==> src/rtl/multdiv_issue.sv <==
// multdiv_issue: execute-stage issue/writeback sequencer for the multicycle
// multiplier/divider. It holds the pipeline while a mul/div is in flight,
// issues a single start pulse, waits for ready (or a timeout), and then
// presents a one-cycle writeback.
// Optional feature macro: MULTDIV_EXC_EN. When it is defined, an exception
// or a timeout redirects writeback to r30 with a status code.
module multdiv_issue #(
  parameter int unsigned TIMEOUT    = 40,
  parameter logic [31:0] MUL_STATUS = 32'd4,
  parameter logic [31:0] DIV_STATUS = 32'd5
) (
  input  logic        clock,
  input  logic        reset,
  input  logic        x_is_mul,
  input  logic        x_is_div,
  input  logic [4:0]  x_rd,
  input  logic [31:0] x_op_a,
  input  logic [31:0] x_op_b,
  output logic [31:0] md_a,
  output logic [31:0] md_b,
  output logic        md_ctrl_mult,
  output logic        md_ctrl_div,
  input  logic [31:0] md_result,
  input  logic        md_exception,
  input  logic        md_rdy,
  output logic        stall,
  output logic        busy,
  output logic        wb_valid,
  output logic [4:0]  wb_rd,
  output logic [31:0] wb_data
);

  localparam int unsigned CNT_W  = 6;
  localparam logic [4:0]  EXC_RD = 5'd30;

  typedef enum logic [1:0] {
    IDLE  = 2'd0,
    ISSUE = 2'd1,
    WAIT  = 2'd2,
    DONE  = 2'd3
  } state_t;

  state_t             state;
  logic [CNT_W-1:0]   cnt;
  logic [4:0]         rd_q;
  logic [31:0]        res_q;
  logic               exc_q;
  logic               is_mul_q;

  logic               start;
  logic               timeout_hit;
  logic               exc_on_rdy;
  logic               exc_on_timeout;
  logic [4:0]         done_rd;
  logic [31:0]        done_data;

  // Exception source selection; without the feature the flag is constant 0.
`ifdef MULTDIV_EXC_EN
  assign exc_on_rdy     = md_exception;
  assign exc_on_timeout = 1'b1;
`else
  logic unused_exception;
  assign unused_exception = md_exception;
  assign exc_on_rdy       = 1'b0;
  assign exc_on_timeout   = 1'b0;
`endif

  assign start       = x_is_mul | x_is_div;
  assign timeout_hit = (cnt == CNT_W'(TIMEOUT - 1));

  // Sequencer: latch operands, pulse the controller, wait, then write back.
  always_ff @(posedge clock or negedge reset) begin
    if (!reset) begin
      state        <= IDLE;
      cnt          <= '0;
      rd_q         <= '0;
      res_q        <= '0;
      exc_q        <= 1'b0;
      is_mul_q     <= 1'b0;
      md_a         <= '0;
      md_b         <= '0;
      md_ctrl_mult <= 1'b0;
      md_ctrl_div  <= 1'b0;
    end else begin
      case (state)
        IDLE: begin
          if (start) begin
            md_a         <= x_op_a;
            md_b         <= x_op_b;
            rd_q         <= x_rd;
            is_mul_q     <= x_is_mul;
            md_ctrl_mult <= x_is_mul;
            md_ctrl_div  <= ~x_is_mul;
            state        <= ISSUE;
          end
        end
        ISSUE: begin
          md_ctrl_mult <= 1'b0;
          md_ctrl_div  <= 1'b0;
          cnt          <= '0;
          state        <= WAIT;
        end
        WAIT: begin
          cnt <= cnt + CNT_W'(1);
          if (md_rdy) begin
            res_q <= md_result;
            exc_q <= exc_on_rdy;
            state <= DONE;
          end else if (timeout_hit) begin
            res_q <= '0;
            exc_q <= exc_on_timeout;
            state <= DONE;
          end
        end
        DONE: begin
          state <= IDLE;
        end
        default: state <= IDLE;
      endcase
    end
  end

  // Writeback target/data chosen from captured state.
  always_comb begin
    done_rd   = rd_q;
    done_data = res_q;
    if (exc_q) begin
      done_rd   = EXC_RD;
      done_data = is_mul_q ? MUL_STATUS : DIV_STATUS;
    end
  end

  // Outputs decoded purely from registers; stall also sees the X-stage start
  // so the instruction is frozen in the same cycle it is detected.
  assign busy     = (state != IDLE);
  assign wb_rd    = (state == DONE) ? done_rd : 5'd0;
  assign wb_data  = (state == DONE) ? done_data : 32'd0;
  assign wb_valid = (state == DONE) && (done_rd != 5'd0);
  assign stall    = reset && (((state == IDLE) && start) ||
                              (state == ISSUE) || (state == WAIT));

endmodule

==> config.mk <==
export PLATFORM = sky130hd
export DESIGN_NAME = multdiv_issue
export DESIGN_NICKNAME = d
export VERILOG_FILES = /design/src/rtl/multdiv_issue.sv
export SDC_FILE = /design/constraint.sdc
export NUM_CORES = 1
export LEC_CHECK = 0
export ABC_AREA = 1
export ABC_CLOCK_PERIOD_IN_PS = 2000
export CORE_MARGIN = 4
export CORE_UTILIZATION = 42
export CTS_CLUSTER_SIZE = 8
export DETAILED_ROUTE_END_ITERATION = 16
export PLACE_DENSITY = 0.81
export SETUP_SLACK_MARGIN = 0.02
export SYNTH_ARGS = -nofsm -noshare
export SYNTH_HDL_FRONTEND = slang
export SYNTH_SLANG_ARGS = --single-unit
==> constraint.sdc <==
create_clock -name clock -period 2 [get_ports clock]
set_input_delay 0.4 -clock clock [delete_from_list [all_inputs] [get_ports clock]]
set_output_delay 0.4 -clock clock [all_outputs]
set_load 0.03 [all_outputs]
==> qor.txt, run 1 <==
Total track usage -> 0.2040
Via count of the first global-routing pass -> 4,538
WL met2 -> 6.439 mm
Fmax -> 0.5101 GHz
Port Buffers -> 211
Worst r2r dst -> md_a[9]
R2R cell count -> 8
Worst slew pin tran -> 0.5896 ns
Maximum vdd drop -> 1344 uV
Cts bufs inserted -> 9
CTS root buf -> clkbuf_16
Setup crit start kind -> register
Uppermost layer routed -> met4
Synthesis-to-layout area growth -> 56.14%
Num rows -> 38
Mean Syn Cell Area -> 8.043 um^2
Critical-path top delay cell -> dfrtp_2
Nets -> 909
Width of the die -> 114.1 um
Share of cells above drive strength 1 -> 0.1036
Setup WS pre-CTS -> 0.01920 ns
Clock skew -> 0.004984 ns
Worst setup margin -> 0.03973 ns
Per-cell routed wire length -> 14.04 um
Status -> finished clean
WL met3 -> 1.527 mm
Final Setup Violations -> 0
Core ar. -> 0.01094 mm^2
Residual DRC -> 0
Mapped cell area -> 0.004730 mm^2
Die extent in y -> 114.1 um
Post-Route M1 WL -> 5.033 mm
Cell Pwr Density -> 1687 mW/mm^2
Pre-antenna DRT Iters -> 6
HP Class -> in -> async
Yosys warnings -> 0
CP cell instances -> inv_2 -> ha_4 -> inv_4 -> a21oi_4 -> inv_2 -> a21boi_2 -> buf_6
Crit path kind -> reg -> out
RSZ-0062 raised after global routing -> true
CTS tree -> built
Clock latency on the worst-skew pair -> 0.34 ns
Final Hold Vio Count -> 0
H-tree Lvls -> 3
Post-synthesis sequential area ratio -> 0.5873
Final period demand of the worst path -> 1.960 ns
Final core occ -> 0.6753
Share of flip-flops with an asynchronous set or reset -> 1.000
Net Count, Synth -> 701
Grt ovf -> 0
WP data required -> 1.60 ns
Initial antenna violation count -> 1
Mapped Cells -> 588
Filler Cell Count -> 871
WP data arrival -> 1.56 ns
Rel. slew slack -> 0.6069
Power, Total -> 0.01246 W
Io pins -> 213
Ys flop type -> dfrtp_1
Synthesis-stage register bit count -> 111
Global-route wire length before repair -> 21.37 mm
Most frequent CP cell -> inv_2
Drt initial violations -> 280
Number of max-slew violations in the final report -> 0
Top delay family on crit path -> flip-flops
Leakage -> 3.967 nW
Commonest cells after routing, fill and taps aside -> 323 x nand2_1, 170 x clkdlybuf4s50_1, 109 x dfrtp_1
Final ANT Viol Nets -> 0
Clock slew at reported path FFs -> 0.07 ns
Setup TNS -> 0 ns
Detailed Route WL -> 13.23 mm
Vias per std cell -> 4.671
HPWL Detailed -> 9.360 mm
Period utilisation layout -> 0.9801
Total die area -> 0.01302 mm^2
CP Max Fanout -> 4
Endpoint class of the critical path -> output port
Worst path bufs/invs -> 4
Clock Sinks -> 111
Starting Density -> 0.4325
Flop2flop setup slack -> 0.35 ns
Longest Clk Path Bufs -> 2
Placer Congestion -> 0.7796
Reg-to-Reg Start -> state[0]
Yosys cell types -> 19
Max_cap viols -> 0
Via count -> 4,400
Post-synth EDFFs -> 0
CP max stage delay -> 0.45 ns
Most common cell after layout, fill and taps aside -> nand2_1
Largest net degree at the start of global routing -> 112
[timing repair]
item / in CTS / in global routing
endpoints found under the setup margin: 15 / 2
pin swaps: 1 / 0
endpoints found under the hold margin: 0 / 0
resized for setup: 9 / 7
setup buffers: 5 / 0
cloned: 0 / 1
hold buffers: 0 / 0
[sequential cells by signal (all words and copies together), names as in the netlist]
register	count
md_b	32
rd_q	5
cnt	6
md_ctrl_div	1
md_ctrl_mult	1
res_q	32
md_a	32
state	2
[metrics by stage]
stage	hold slack, ns	instances	area [um^2]
3_3_place_gp	0.4535	919	6913
3_5_place_dp	0.4583	919	6913
5_1_grt	0.1980	942	7385
4_1_cts	0.1740	940	7335
6_report	0.1252	942	7385
2_1_floorplan	0.1044	588	4733
[cell usage after synthesis (all sizes together) (2+ instances only)]
cell / number / area [um^2]
inv: 52 / 195.2
nor3: 2 / 10.01
o21ai: 5 / 25.02
nand2: 323 / 1212
clkbuf: 13 / 48.80
ha: 6 / 75.07
nor2: 10 / 37.54
nand3: 40 / 200.2
a21oi: 5 / 36.29
dfrtp: 111 / 2778
buf: 16 / 76.32
[worst reg2reg max path: stages, from the launching register on]
cell and delay (ns):
dfrtp_2 0.43, inv_4 0.06, ha_4 0.18, inv_4 0.06, a21oi_4 0.03, inv_2 0.08, buf_4 0.48, nand2_1 0.17
nand2_1 0.10
[report_power, final]
group	internal, W	switching (W)	leakage (nW)	total [W]
clock network	0.00129	0.000780	0.176	0.00207
registers	0.00330	0.000623	1.38	0.00392
logic	0.00252	0.00394	2.41	0.00647
[metal layers]
metal | global-route usage | vias to the layer above
met2 | 0.3474 | 165
met1 | 0.2247 | 2036
li1 | - | 2179
met5 | 0 | -
met3 | 0.09831 | 20
met4 | 0.06572 | 0
[worst max-delay path by stage]
stage,start,to,depth (start not counted)
floorplan,state[0],stall,7
global placement,x_is_mul,stall,6
detailed placement,x_is_mul,md_a[9],7
CTS,state[0],stall,5
global route,state[0],stall,7
finish,state[1],stall,7
[layout make-up]
| type | count | area, um^2 | share of cell area |
|---|---|---|---|
| antenna | 1 | 2.502 | 0.0003389 |
| clock buffer | 11 | 252.7 | 0.03423 |
| clock inverter | 5 | 103.9 | 0.01406 |
| inverter | 52 | 200.2 | 0.02711 |
| multi-input combinational | 396 | 1663 | 0.2252 |
| sequential | 111 | 2780 | 0.3765 |
| tap | 140 | 175.2 | 0.02372 |
| timing repair buffer | 226 | 2207 | 0.2989 |
[cell families (layout without fill, tap and decap cells)]
kind of cell	count (synthesis)	count (layout)	share of synthesized area
other	0	1	0
adders and majority gates	6	6	0.01587
AOI/OAI and AO/OA	12	12	0.01614
and+or+nand+nor	378	378	0.3130
buffers and inverters	81	294	0.06773
DFF	111	111	0.5873
Power figures use the tool's default switching activity.
==> run 2, diff against run 1 <==
Settings changed: ABC_AREA 1 to unset, SETUP_SLACK_MARGIN 0.02 to 0.1.
==> qor.txt, run 2 <==
Width of the die -> 114.1 um
Clock latency on the worst-skew pair -> 0.34 ns
Synthesis-stage register bit count -> 111
Leakage -> 3.325 nW
Final ANT Viol Nets -> 0
Synth Area in Adders -> 0.01588
CTS root buf -> clkbuf_16
Mapped Cells -> 395
H-tree Lvls -> 3
Drt initial violations -> 247
Largest net degree at the start of global routing -> 112
Final Hold Vio Count -> 0
Initial antenna violation count -> 0
Filler Cell Count -> 874
Setup WS pre-CTS -> 0.07461 ns
Core ar. -> 0.01094 mm^2
Grt ovf -> 0
HP Class -> in -> async
Share of cells above drive strength 1 -> 0.2536
CP Max Fanout -> 3
Clock skew -> 0.006025 ns
Setup crit start kind -> register
Largest family of logic cells by synthesized area -> multiplexers
Area contributors post-synth -> dfrtp_1 59%, mux2_2 15%, nand2_1 5.5%, and2_1 5.2%, nand3_1 3.7%
Vias per std cell -> 4.905
Mean Syn Cell Area -> 11.97 um^2
Num rows -> 38
Top-count cell post-synth -> dfrtp_1
WP data arrival -> 1.61 ns
WP data required -> 1.60 ns
Number of diodes -> 0
Final hold slack -> 0.1519 ns
Commonest cells after routing, fill and taps aside -> 170 x clkdlybuf4s50_1, 109 x dfrtp_1, 69 x nand2_1
Clock Sinks -> 111
Net Count, Synth -> 508
HPWL Detailed -> 9.112 mm
Via count of the first global-routing pass -> 3,895
Io pins -> 213
Final Setup Violations -> 1
Detailed Route WL -> 12.60 mm
Final period demand of the worst path -> 2.009 ns
Post-synthesis sequential area ratio -> 0.5876
Endpoint class of the critical path -> output port
Clock slew at reported path FFs -> 0.07 ns
Pre-antenna DRT Iters -> 5
Ys flop type -> dfrtp_1
Number of max-slew violations in the final report -> 0
Longest Clk Path Bufs -> 2
Worst setup margin -> -0.008624 ns
Residual DRC -> 0
Period utilisation layout -> 1.004
Post-synthesis compound-gate area fraction -> 0.02250
Maximum vdd drop -> 987.0 uV
Per-cell routed wire length -> 16.60 um
Post-synth EDFFs -> 0
Rel. slew slack -> 0.6129
Status -> finished with violations
CTS tree -> built
RSZ-0062 raised after global routing -> true
Yosys warnings -> 0
Starting Density -> 0.4323
Crit path kind -> reg -> out
Yosys cell types -> 32
Failing checks -> setup timing
Die extent in y -> 114.1 um
Synthesis-to-layout area growth -> 56.35%
Setup TNS -> -0.008624 ns
Worst slew pin tran -> 0.5807 ns
Share of the synthesized area in the top cell type -> 0.5876
Max_cap viols -> 0
Total track usage -> 0.1877
Post-Synth XOR/XNOR Area -> 0.001853
Post-synthesis mux area share -> 0.1689
Port Buffers -> 211
Cts bufs inserted -> 9
Placer Congestion -> 0.7659
Total die area -> 0.01302 mm^2
Nets -> 727
Simple-gate portion of the synthesized area -> 0.1657
Top cells by count, synth -> 111 x dfrtp_1, 69 x nand2_1, 64 x mux2_2, 39 x and2_1, 35 x nand3_1
Via count -> 3,723
Biggest regs -> md_a: 32 flops, md_b: 32 flops, res_q: 32 flops
Area leader, netlist -> dfrtp_1
Share of flip-flops with an asynchronous set or reset -> 1.000
Global-route wire length before repair -> 19.45 mm
Most common cell after layout, fill and taps aside -> clkdlybuf4s50_1
Hold_buf cts -> 0
Final core occ -> 0.6759
Mapped cell area -> 0.004727 mm^2
Cell Pwr Density -> 1711 mW/mm^2
Fmax -> 0.4979 GHz
[run 2: cell type report]
cell class,instances,area (um^2),area share
tap,140,175.2,0.02370
clock buffer,13,260.3,0.03521
multi-input combinational,253,1829,0.2475
timing repair buffer,231,2246,0.3039
inverter,8,35.03,0.004740
clock inverter,3,65.06,0.008803
sequential,111,2780,0.3762
[run 2: path summary, 6_finish.rpt]
check / cells after the start / slack [ns] / to / from
setup / recovery: 3 / -0.009 / wb_valid / rd_q[2]
hold / removal: 2 / 0.15 / md_a[24] / reset
setup reg to reg: 7 / 0.24 / md_a[25] / state[0]
hold reg to reg: 2 / 0.49 / res_q[3] / res_q[3]
max in group asynchronous: 2 / 1.39 / state[0] / reset
min in group clock: 2 / 0.49 / res_q[3] / res_q[3]
[run 2: metrics by stage]
| stage | std cells | power (W) | cell area [um^2] |
|---|---|---|---|
| final | 759 | 0.01264 | 7391 |
| after global routing | 759 | 0.01336 | 7391 |
| after global placement | 735 | 0.01020 | 6882 |
| after detailed placement | 735 | 0.01042 | 6882 |
| after floorplan | 395 | 0.007819 | 4727 |
| after CTS | 755 | 0.01257 | 7295 |
[run 2: layer usage]
layer  wire [um]  vias to the layer above  GRT usage
li1            -                     1752          -
met1        4767                     1821     0.2150
met2        6738                      138     0.3376
met3         946                       12    0.05497
met4         144                        0    0.05780
met5           0                        -          0
[run 2: kinds of logic after synthesis]
group | count (synthesis)
multiplexers | 71
flip-flops | 111
AO/OA/AOI/OAI | 16
XOR/XNOR | 1
adder cells (fa/ha/maj) | 6
AND/OR/NAND/NOR | 159
buffers and inverters | 31
[run 2: critical path, cell delays in order, from the launching register on]
cell,delay [ns]
dfrtp_1,0.40
or4_4,0.52
o21a_1,0.21
buf_6,0.14
[run 2: timing repair]
item                                    in CTS  in global routing
pin swaps                                    2                  6
hold endpoints to repair                     0                  0
gates cloned                                 0                  2
gates resized for setup                     16                 17
endpoints found under the setup margin      40                 40
setup buffers                                4                  2
[run 2: report_power, final]
group / internal (W) / switching (W)
clock: 0.00117 / 0.000771
sequential: 0.00333 / 0.000560
combinational: 0.00316 / 0.00366
==> run 3, diff against run 2 <==
Settings changed: ABC_CLOCK_PERIOD_IN_PS 2000 to 2200.
Clock period 2 ns to 2.2 ns, I/O delays scaled along.
==> qor.txt, run 3 (synthesis results as in run 2) <==
Status -> finished clean
Crit path kind -> reg -> out
Per-cell routed wire length -> 16.32 um
Final ANT Viol Nets -> 0
Top delay family on crit path -> simple AND/OR/NAND/NOR gates
Setup crit start kind -> register
Combinational share of power -> 0.534
Placer Congestion -> 0.7745
Final Setup Violations -> 0
Worst path bufs/invs -> 1
RSZ-0062 raised after global routing -> true
Clock latency on the worst-skew pair -> 0.34 ns
WL met2 -> 6.361 mm
Fmax -> 0.4915 GHz
Post-Route M1 WL -> 4.621 mm
CP max stage delay -> 0.53 ns
Final Hold Vio Count -> 0
Synthesis-to-layout area growth -> 51.72%
WP data arrival -> 1.59 ns
Number of max-slew violations in the final report -> 0
Sw Ratio -> 0.4036
Int Power -> 0.006542 W
Detailed Route WL -> 12.21 mm
Width of the die -> 114.1 um
Grt ovf -> 0
Period utilisation layout -> 0.9249
Leakage -> 3.230 nW
Commonest cells after routing, fill and taps aside -> 170 x clkdlybuf4s50_1, 110 x dfrtp_1, 69 x nand2_1
Via count -> 3,650
Total die area -> 0.01302 mm^2
WL met3 -> 960 um
Flop2flop setup slack -> 0.43 ns
Clock slew at reported path FFs -> 0.07 ns
HP Class -> in -> async
CTS root buf -> clkbuf_16
Number of diodes -> 0
Num rows -> 38
Starting Density -> 0.4323
Uppermost layer routed -> met4
H-tree Lvls -> 3
Critical path origin -> rd_q[3]
Cts bufs inserted -> 9
Seq pwr share -> 0.322
Cell Pwr Density -> 1529 mW/mm^2
Setup TNS -> 0 ns
Reg-to-Reg Start -> state[0]
Biggest regs -> md_a: 32 flops, md_b: 32 flops, res_q: 32 flops
Maximum vdd drop -> 889.5 uV
Max_cap viols -> 0
Via count of the first global-routing pass -> 3,874
Rel. slew slack -> 0.6067
WP data required -> 1.76 ns
NetSw -> 0.004427 W
Vias per std cell -> 4.880
Register area -> 0.002779 mm^2
Footprint of the multi-input gates -> 0.001790 mm^2
Port Buffers -> 211
Share of cells above drive strength 1 -> 0.2253
End point of the critical path -> wb_valid
Residual DRC -> 0
Worst slew pin tran -> 0.5900 ns
Most common cell after layout, fill and taps aside -> clkdlybuf4s50_1
Longest Clk Path Bufs -> 2
HPWL Detailed -> 9.037 mm
Critical-path top delay cell -> or4_4
Non-filler cells, final -> 748
Pre-antenna DRT Iters -> 4
Worst path depth -> 3
Nets -> 716
Final core occ -> 0.6558
Worst r2r dst -> cnt[5]
CP Max Fanout -> 2
Clk network pwr share -> 0.144
Global-route wire length before repair -> 19.52 mm
Endpoint class of the critical path -> output port
Clock skew -> 0.008888 ns
Core ar. -> 0.01094 mm^2
Clock Sinks -> 111
Dpl cells -> 731
Drt initial violations -> 272
Total track usage -> 0.1870
Final period demand of the worst path -> 2.035 ns
CTS tree -> built
Die extent in y -> 114.1 um
Largest net degree at the start of global routing -> 112
CP cell instances -> or4_4 -> o21a_1 -> buf_4
Io pins -> 213
Filler Cell Count -> 873
R2R cell count -> 5
Initial antenna violation count -> 0
[run 3: final cells by class]
cell class / count / area share
multi-input cells: 253 / 0.2497
clock buffers: 13 / 0.03768
inverters: 8 / 0.004187
clock inverters: 3 / 0.003315
repair buffers: 220 / 0.2933
well taps: 140 / 0.02442
flip-flops and latches: 111 / 0.3875
[run 3: worst min-delay path by stage]
stage,startpoint,endpoint,slack [ns],cells past startpoint
floorplan,reset,cnt[0],0.14,0
global placement,res_q[28],res_q[28],0.48,2
detailed placement,res_q[1],res_q[1],0.48,2
CTS,reset,md_ctrl_mult,0.25,2
global route,reset,rd_q[0],0.25,2
finish,reset,state[0],0.21,2
[run 3: power groups by stage]
| stage | registers, W | clock network (W) | logic, W |
|---|---|---|---|
| floorplan | 0.00472 | 0 | 0.00239 |
| global placement | 0.00349 | 0 | 0.00574 |
| detailed placement | 0.00356 | 0 | 0.00586 |
| CTS | 0.00353 | 0.00163 | 0.00589 |
| global route | 0.00366 | 0.00172 | 0.00625 |
| finish | 0.00353 | 0.00158 | 0.00586 |
[run 3: repair_timing]
action | in CTS | in global routing
hold buffers | 0 | 0
setup endpoints to repair | 2 | 17
setup buffers | 0 | 1
resized for setup | 2 | 7
cloned | 0 | 0
[run 3: metal layers]
layer / up-vias / track usage
li1: 1733 / -
met1: 1750 / 0.2215
met2: 146 / 0.3232
met3: 21 / 0.05391
met4: 0 / 0.06888
met5: - / 0
[run 3: metrics by stage]
stage	total power [W]	hold slack, ns	cell area, um^2	setup WS (ns)
detailed placement	0.009428	0.4764	6852	0.1441
floorplan	0.007108	0.1444	4727	0.3048
global route	0.01162	0.2509	7172	0.08470
CTS	0.01105	0.2461	7147	0.07119
global placement	0.009237	0.4752	6852	0.1749
finish	0.01097	0.2078	7172	0.1652
